<file path="src/rtl/ps2_host_tx.sv">
// Host-to-device PS/2 transmitter.
// Sends one command byte to a PS/2 device over the shared open-drain clock/data pair.
// The host holds the clock low to request the bus, drives the start bit, and then
// follows the device-generated clock: it shifts out eight data bits (LSB first),
// an odd parity bit and a stop bit, and finally checks for the device's ack bit.
// A per-event watchdog makes sure a silent or stuck device cannot hang the sender.
module ps2_host_tx #(
    parameter int INHIBIT_CYCLES = 12000,
    parameter int TIMEOUT_CYCLES = 200000,
    parameter int FILTER_LEN     = 4
) (
    input  logic       clk,
    input  logic       reset,
    input  logic [7:0] tx_data,
    input  logic       tx_valid,
    output logic       tx_ready,
    output logic       busy,
    output logic       done,
    output logic       ack_err,
    input  logic       ps2_clk_in,
    input  logic       ps2_data_in,
    output logic       ps2_clk_oe,
    output logic       ps2_data_oe
);

    localparam int INH_W  = $clog2(INHIBIT_CYCLES + 1);
    localparam int WD_W   = $clog2(TIMEOUT_CYCLES + 1);
    localparam int FILT_W = $clog2(FILTER_LEN + 1);

    localparam logic [INH_W-1:0]  INH_LAST  = INH_W'(INHIBIT_CYCLES - 1);
    localparam logic [WD_W-1:0]   WD_LAST   = WD_W'(TIMEOUT_CYCLES - 1);
    localparam logic [WD_W-1:0]   WD_ONE    = WD_W'(1);
    localparam logic [FILT_W-1:0] FILT_LAST = FILT_W'(FILTER_LEN - 1);

    typedef enum logic [2:0] {
        S_IDLE,
        S_INHIBIT,
        S_RELEASE,
        S_SHIFT,
        S_ACK,
        S_WAITIDLE,
        S_FINISH
    } state_t;

    state_t state_q, state_d;

    logic [1:0]        clk_sync_q;
    logic [1:0]        data_sync_q;
    logic              clk_s;
    logic              data_s;
    logic              filt_q;
    logic [FILT_W-1:0] filt_cnt_q;
    logic              fall_q;

    logic [INH_W-1:0]  inh_q, inh_d;
    logic [WD_W-1:0]   wd_q, wd_d;
    logic [3:0]        bit_cnt_q, bit_cnt_d;
    logic [9:0]        frame_q, frame_d;
    logic              data_oe_q, data_oe_d;
    logic              ack_err_q, ack_err_d;

    assign clk_s  = clk_sync_q[1];
    assign data_s = data_sync_q[1];

    // Bring both pad levels into the clk domain; idle bus level is high.
    always_ff @(posedge clk or negedge reset) begin
        if (!reset) begin
            clk_sync_q  <= 2'b11;
            data_sync_q <= 2'b11;
        end else begin
            clk_sync_q  <= {clk_sync_q[0], ps2_clk_in};
            data_sync_q <= {data_sync_q[0], ps2_data_in};
        end
    end

    // Accept a new clock level only after FILTER_LEN equal samples; flag the 1->0 change.
    always_ff @(posedge clk or negedge reset) begin
        if (!reset) begin
            filt_q     <= 1'b1;
            filt_cnt_q <= '0;
            fall_q     <= 1'b0;
        end else if (clk_s == filt_q) begin
            filt_cnt_q <= '0;
            fall_q     <= 1'b0;
        end else if (filt_cnt_q == FILT_LAST) begin
            filt_q     <= clk_s;
            filt_cnt_q <= '0;
            fall_q     <= filt_q;
        end else begin
            filt_cnt_q <= filt_cnt_q + 1'b1;
            fall_q     <= 1'b0;
        end
    end

    // Transfer state and datapath registers; reset drops both line drivers at once.
    always_ff @(posedge clk or negedge reset) begin
        if (!reset) begin
            state_q   <= S_IDLE;
            inh_q     <= '0;
            wd_q      <= '0;
            bit_cnt_q <= '0;
            frame_q   <= '0;
            data_oe_q <= 1'b0;
            ack_err_q <= 1'b0;
        end else begin
            state_q   <= state_d;
            inh_q     <= inh_d;
            wd_q      <= wd_d;
            bit_cnt_q <= bit_cnt_d;
            frame_q   <= frame_d;
            data_oe_q <= data_oe_d;
            ack_err_q <= ack_err_d;
        end
    end

    // Next-state logic: inhibit, start bit, follow device clock falls, then check the ack.
    always_comb begin
        state_d   = state_q;
        inh_d     = inh_q;
        wd_d      = wd_q;
        bit_cnt_d = bit_cnt_q;
        frame_d   = frame_q;
        data_oe_d = data_oe_q;
        ack_err_d = ack_err_q;

        case (state_q)
            S_IDLE: begin
                data_oe_d = 1'b0;
                if (tx_valid) begin
                    frame_d   = {1'b1, ~^tx_data, tx_data};
                    bit_cnt_d = '0;
                    inh_d     = '0;
                    ack_err_d = 1'b0;
                    state_d   = S_INHIBIT;
                end
            end

            S_INHIBIT: begin
                if (inh_q == INH_LAST) begin
                    data_oe_d = 1'b1;
                    state_d   = S_RELEASE;
                end else begin
                    inh_d = inh_q + 1'b1;
                end
            end

            S_RELEASE: begin
                data_oe_d = 1'b1;
                wd_d      = WD_ONE;
                state_d   = S_SHIFT;
            end

            S_SHIFT: begin
                if (fall_q) begin
                    data_oe_d = ~frame_q[bit_cnt_q];
                    bit_cnt_d = bit_cnt_q + 1'b1;
                    wd_d      = WD_ONE;
                    if (bit_cnt_q == 4'd9) begin
                        state_d = S_ACK;
                    end
                end else if (wd_q == WD_LAST) begin
                    data_oe_d = 1'b0;
                    ack_err_d = 1'b1;
                    state_d   = S_FINISH;
                end else begin
                    wd_d = wd_q + 1'b1;
                end
            end

            S_ACK: begin
                if (fall_q) begin
                    wd_d = WD_ONE;
                    if (!data_s) begin
                        state_d = S_WAITIDLE;
                    end else begin
                        ack_err_d = 1'b1;
                        state_d   = S_FINISH;
                    end
                end else if (wd_q == WD_LAST) begin
                    data_oe_d = 1'b0;
                    ack_err_d = 1'b1;
                    state_d   = S_FINISH;
                end else begin
                    wd_d = wd_q + 1'b1;
                end
            end

            S_WAITIDLE: begin
                if (clk_s && data_s) begin
                    state_d = S_FINISH;
                end else if (wd_q == WD_LAST) begin
                    data_oe_d = 1'b0;
                    ack_err_d = 1'b1;
                    state_d   = S_FINISH;
                end else begin
                    wd_d = wd_q + 1'b1;
                end
            end

            S_FINISH: begin
                data_oe_d = 1'b0;
                state_d   = S_IDLE;
            end

            default: begin
                data_oe_d = 1'b0;
                state_d   = S_IDLE;
            end
        endcase
    end

    assign tx_ready    = (state_q == S_IDLE);
    assign busy        = (state_q != S_IDLE);
    assign done        = (state_q == S_FINISH);
    assign ack_err     = ack_err_q;
    assign ps2_clk_oe  = (state_q == S_INHIBIT);
    assign ps2_data_oe = data_oe_q;

endmodule
</file>
<file path="config.mk">
export PLATFORM = sky130hd
export DESIGN_NAME = ps2_host_tx
export DESIGN_NICKNAME = d
export VERILOG_FILES = /design/src/rtl/ps2_host_tx.sv
export SDC_FILE = /design/constraint.sdc
export NUM_CORES = 1
export LEC_CHECK = 0
export CELL_PAD_IN_SITES_DETAIL_PLACEMENT = 1
export CELL_PAD_IN_SITES_GLOBAL_PLACEMENT = 1
export CORE_MARGIN = 5
export CORE_UTILIZATION = 55
export CTS_BUF_LIST = sky130_fd_sc_hd__clkbuf_4
export DETAILED_ROUTE_END_ITERATION = 8
export DONT_BUFFER_PORTS = 1
export HOLD_SLACK_MARGIN = 0.15
export PLACE_DENSITY = 0.88
export SLEW_MARGIN = 15
export SYNTH_ARGS = -nofsm -noshare
export SYNTH_HDL_FRONTEND = slang
export SYNTH_SLANG_ARGS = --single-unit
export TNS_END_PERCENT = 100
</file>
<file path="constraint.sdc">
create_clock -name clk -period 5.5 [get_ports clk]
set_clock_uncertainty 0.15 [all_clocks]
set_input_delay 1.1 -clock clk [delete_from_list [all_inputs] [get_ports clk]]
set_output_delay 1.1 -clock clk [all_outputs]
set_load 0.03 [all_outputs]
</file>
==> flow_summary_export.csv <==
group,metric,value,unit
pwr,swShare,38.1,%
routing,drc,0,
synthesis,yosysMostFrequentCell,"dfrtp_1",
timing,maxSlewViolCount,0,
timing,hold_slack,0.207,ns
pwr,peakVddDrop,0.242,mV
place,post-place-ws,2.74,ns
synthesis,netlist.area_leader.share,41.7,%
global_routing,grt_usage,22.5,%
cts,clock-root-buffer,"clkbuf_4",
synthesis,synthArstFlopShare,100,%
timing,period_needed,3.24,ns
synthesis,ys_ff_latch,60,
final_layout,antenna_cells,0,
timing,layout_setup_ws,2.26,ns
routing,vias_per_cell,6.22,
synthesis,synth_common_cells,"dfrtp_1 (55), nand2_1 (40), nor2_1 (29), xor2_1 (17), xnor2_1 (16)",
die,dieHeight,87.5,µm
timing,fin_crit_sh,58.9,%
synthesis,yosysSeqAreaShare,45.7,%
final_layout,layout-drive-gt1-share,11.5,%
synthesis,yosysWarningCount,0,
cts,numCtsBuffers,9,
timing,finalSetupViolCount,0,
min_path,worstHoldStart,"data_sync_q[0]",
cts,htreeDepth,3,
worst_setup_path,rr_startpoint,"state_q[0]",
cts,cts_sinks,60,
die,die_w,87.5,µm
worst_setup_path,crit_start,"state_q[0]",
timing,max_freq,309,MHz
routing,vias,2582,
worst_setup_path,critPathCaptureType,"primary output",
routing,drt_wl_total,7680,µm
outcome,status,"complete, no violations",
cts,cts_max_path_buffers,2,
min_path,hold_path_class,"reg2reg",
timing,hold_violations,0,
worst_setup_path,path_class,"reg2out",
worst_setup_path,path_max_fanout,19,
timing,slew_headroom,59.5,%
place,dp_hpwl,5330,µm
synthesis,ys.flop_type,"dfrtp_1",
routing,first_iter_violations,109,
worst_setup_path,r2r_slack,2.93,ns
worst_setup_path,critPathRequiredTime,4.25,ns
cts,post_cts_buffers,0,
die,die_area,7650,µm²
worst_setup_path,arrival,1.99,ns
place,gp_congestion,0.829,
global_routing,antenna_found_initial,0,
final_layout,nNetsFinal,353,
timing,fin_tns_setup,0,ns
pwr,p_comb_share,31.5,%
pwr,share_seq_of_total_power,44.5,%
synthesis,yosysTopAreaCell,"dfrtp_1",
pwr,power.share.clock,24.1,%
pwr,p_int,916,µW
synthesis,synth-edff-count,0,
job,drv_cap,0,
die,io_pins,19,
cts,clock_latency,0.41,ns
synthesis,synth_nets,357,
die,initial_utilization,56.1,%
final_layout,final_util,59.1,%
pwr,p_switching,564,µW
global_routing,grt_max_degree,61,
die,coreArea,5890,µm²
die,fp-row-count,28,
synthesis,ys_types,57,
routing,drt-wirelength-per-cell,18.5,µm
cts,hold_buffers,0,
worst_setup_path,crit_path_start_kind,"flip-flop",
synthesis,synth.area.top_cells,"dfrtp_1 (42%), nand2_1 (4.6%), xor2_1 (4.5%)",
cts,cts.reportedPaths.clkPinSlew,0.11,ns
global_routing,grt_pass1_vias,2812,
global_routing,grt_pass1_wl,13400,µm
routing,ant_nets,0,
timing,rsz0062_at_grt,"no",
global_routing,overflow,0,
synthesis,mappedNetlistArea,3300,µm²
timing,worst_pin_slew,0.608,ns
place,io_buffers,0,
cts,post_cts_resize_count,0,
pwr,p_leak,0.00151,µW
synthesis,synthCells,339,
synthesis,synth.avg_cell_area,9.73,µm²
pwr,pwr_density_cell,425,nW/µm²
routing,firstDrtPassIters,4,
cts,cts_tree,"built",
final_layout,syn_to_final_growth,5.46,%
[layout make-up]
cell class                 count  area [µm²]
clock buffer                  11        82.6
clock inverter                 5        77.6
fill                         683        2410
inverter                       6        27.5
multi-input combinational    257        1680
sequential                    60        1510
tap                           75        93.8
timing repair buffer           1        7.51
[state kept, by name, summed over array words and instances (netlist names)]
signal       cells
filt_cnt_q       3
bit_cnt_q        4
clk_sync_q       2
data_sync_q      2
ack_err          1
frame_q         10
wd_q            18
fall_q           1
ps2_data_oe      1
state_q          3
filt_q           1
inh_q           14
[path summary, 6_finish.rpt]
check | endpoint | depth (start not counted)
max | tx_ready | 2
min | data_sync_q[1] | 0
max reg2reg | inh_q[1] | 4
min reg2reg | data_sync_q[1] | 0
max in group asynchronous | data_sync_q[0] | 0
min in group asynchronous | wd_q[16] | 0
[stage by stage]
stage	instance area, µm²	total power (µW)	cells
final	3480	1480	415
after global routing	3480	1580	415
after CTS	3480	1490	415
after detailed placement	3320	1130	399
after global placement	3320	1100	399
after floorplan	3300	1040	339
[kinds of logic after synthesis]
kind of cell | synth area share, %
flops | 45.7
simple gates | 26.1
buf+inv | 3.30
xor+xnor | 8.76
compound gates | 12.0
mux | 2.31
fa+ha+maj | 1.90
[layout by cell type (no fill, tap or decap), types with 3 or more instances in the layout]
cell type,count
ha_1,5
a31oi_1,3
nand4b_1,3
o22ai_1,3
clkbuf_4,11
nand4_1,8
dfstp_2,5
nor4b_1,3
nor2_2,3
nand2_1,40
nand2b_1,6
or3_1,6
o21ai_0,14
xnor2_1,16
dfrtp_1,55
nor2_1,29
nor3b_1,5
inv_1,5
nand3_1,14
a21boi_0,3
and4_1,6
xor2_1,17
and3_1,9
a21oi_1,13
nor2b_1,4
nor3_1,6
o211ai_1,5
[worst max-delay path, cell delays in order (launching register included)]
cell     delay, ns
dfrtp_1       0.62
or3_1         0.63
inv_1         0.32
[power by group through the flow]
stage	sequential [µW]	clock, µW	combinational (µW)
6_report	658	356	466
5_1_grt	674	388	521
4_1_cts	657	365	472
3_5_place_dp	664	0	469
3_3_place_gp	658	0	442
2_1_floorplan	607	0	428
[per-layer routing]
metal  routed length [µm]  vias up  part of all wire [%]  global-route usage (%)
li1                     -     1201                     -                       -
met1                 3270     1345                    43                    26.5
met2                 4110       27                    54                    40.2
met3                  173        9                   2.3                    3.69
met4                  121        0                   1.6                    9.21
met5                    0        -                     0                       0
No activity file was read; power rests on OpenSTA's default activity.
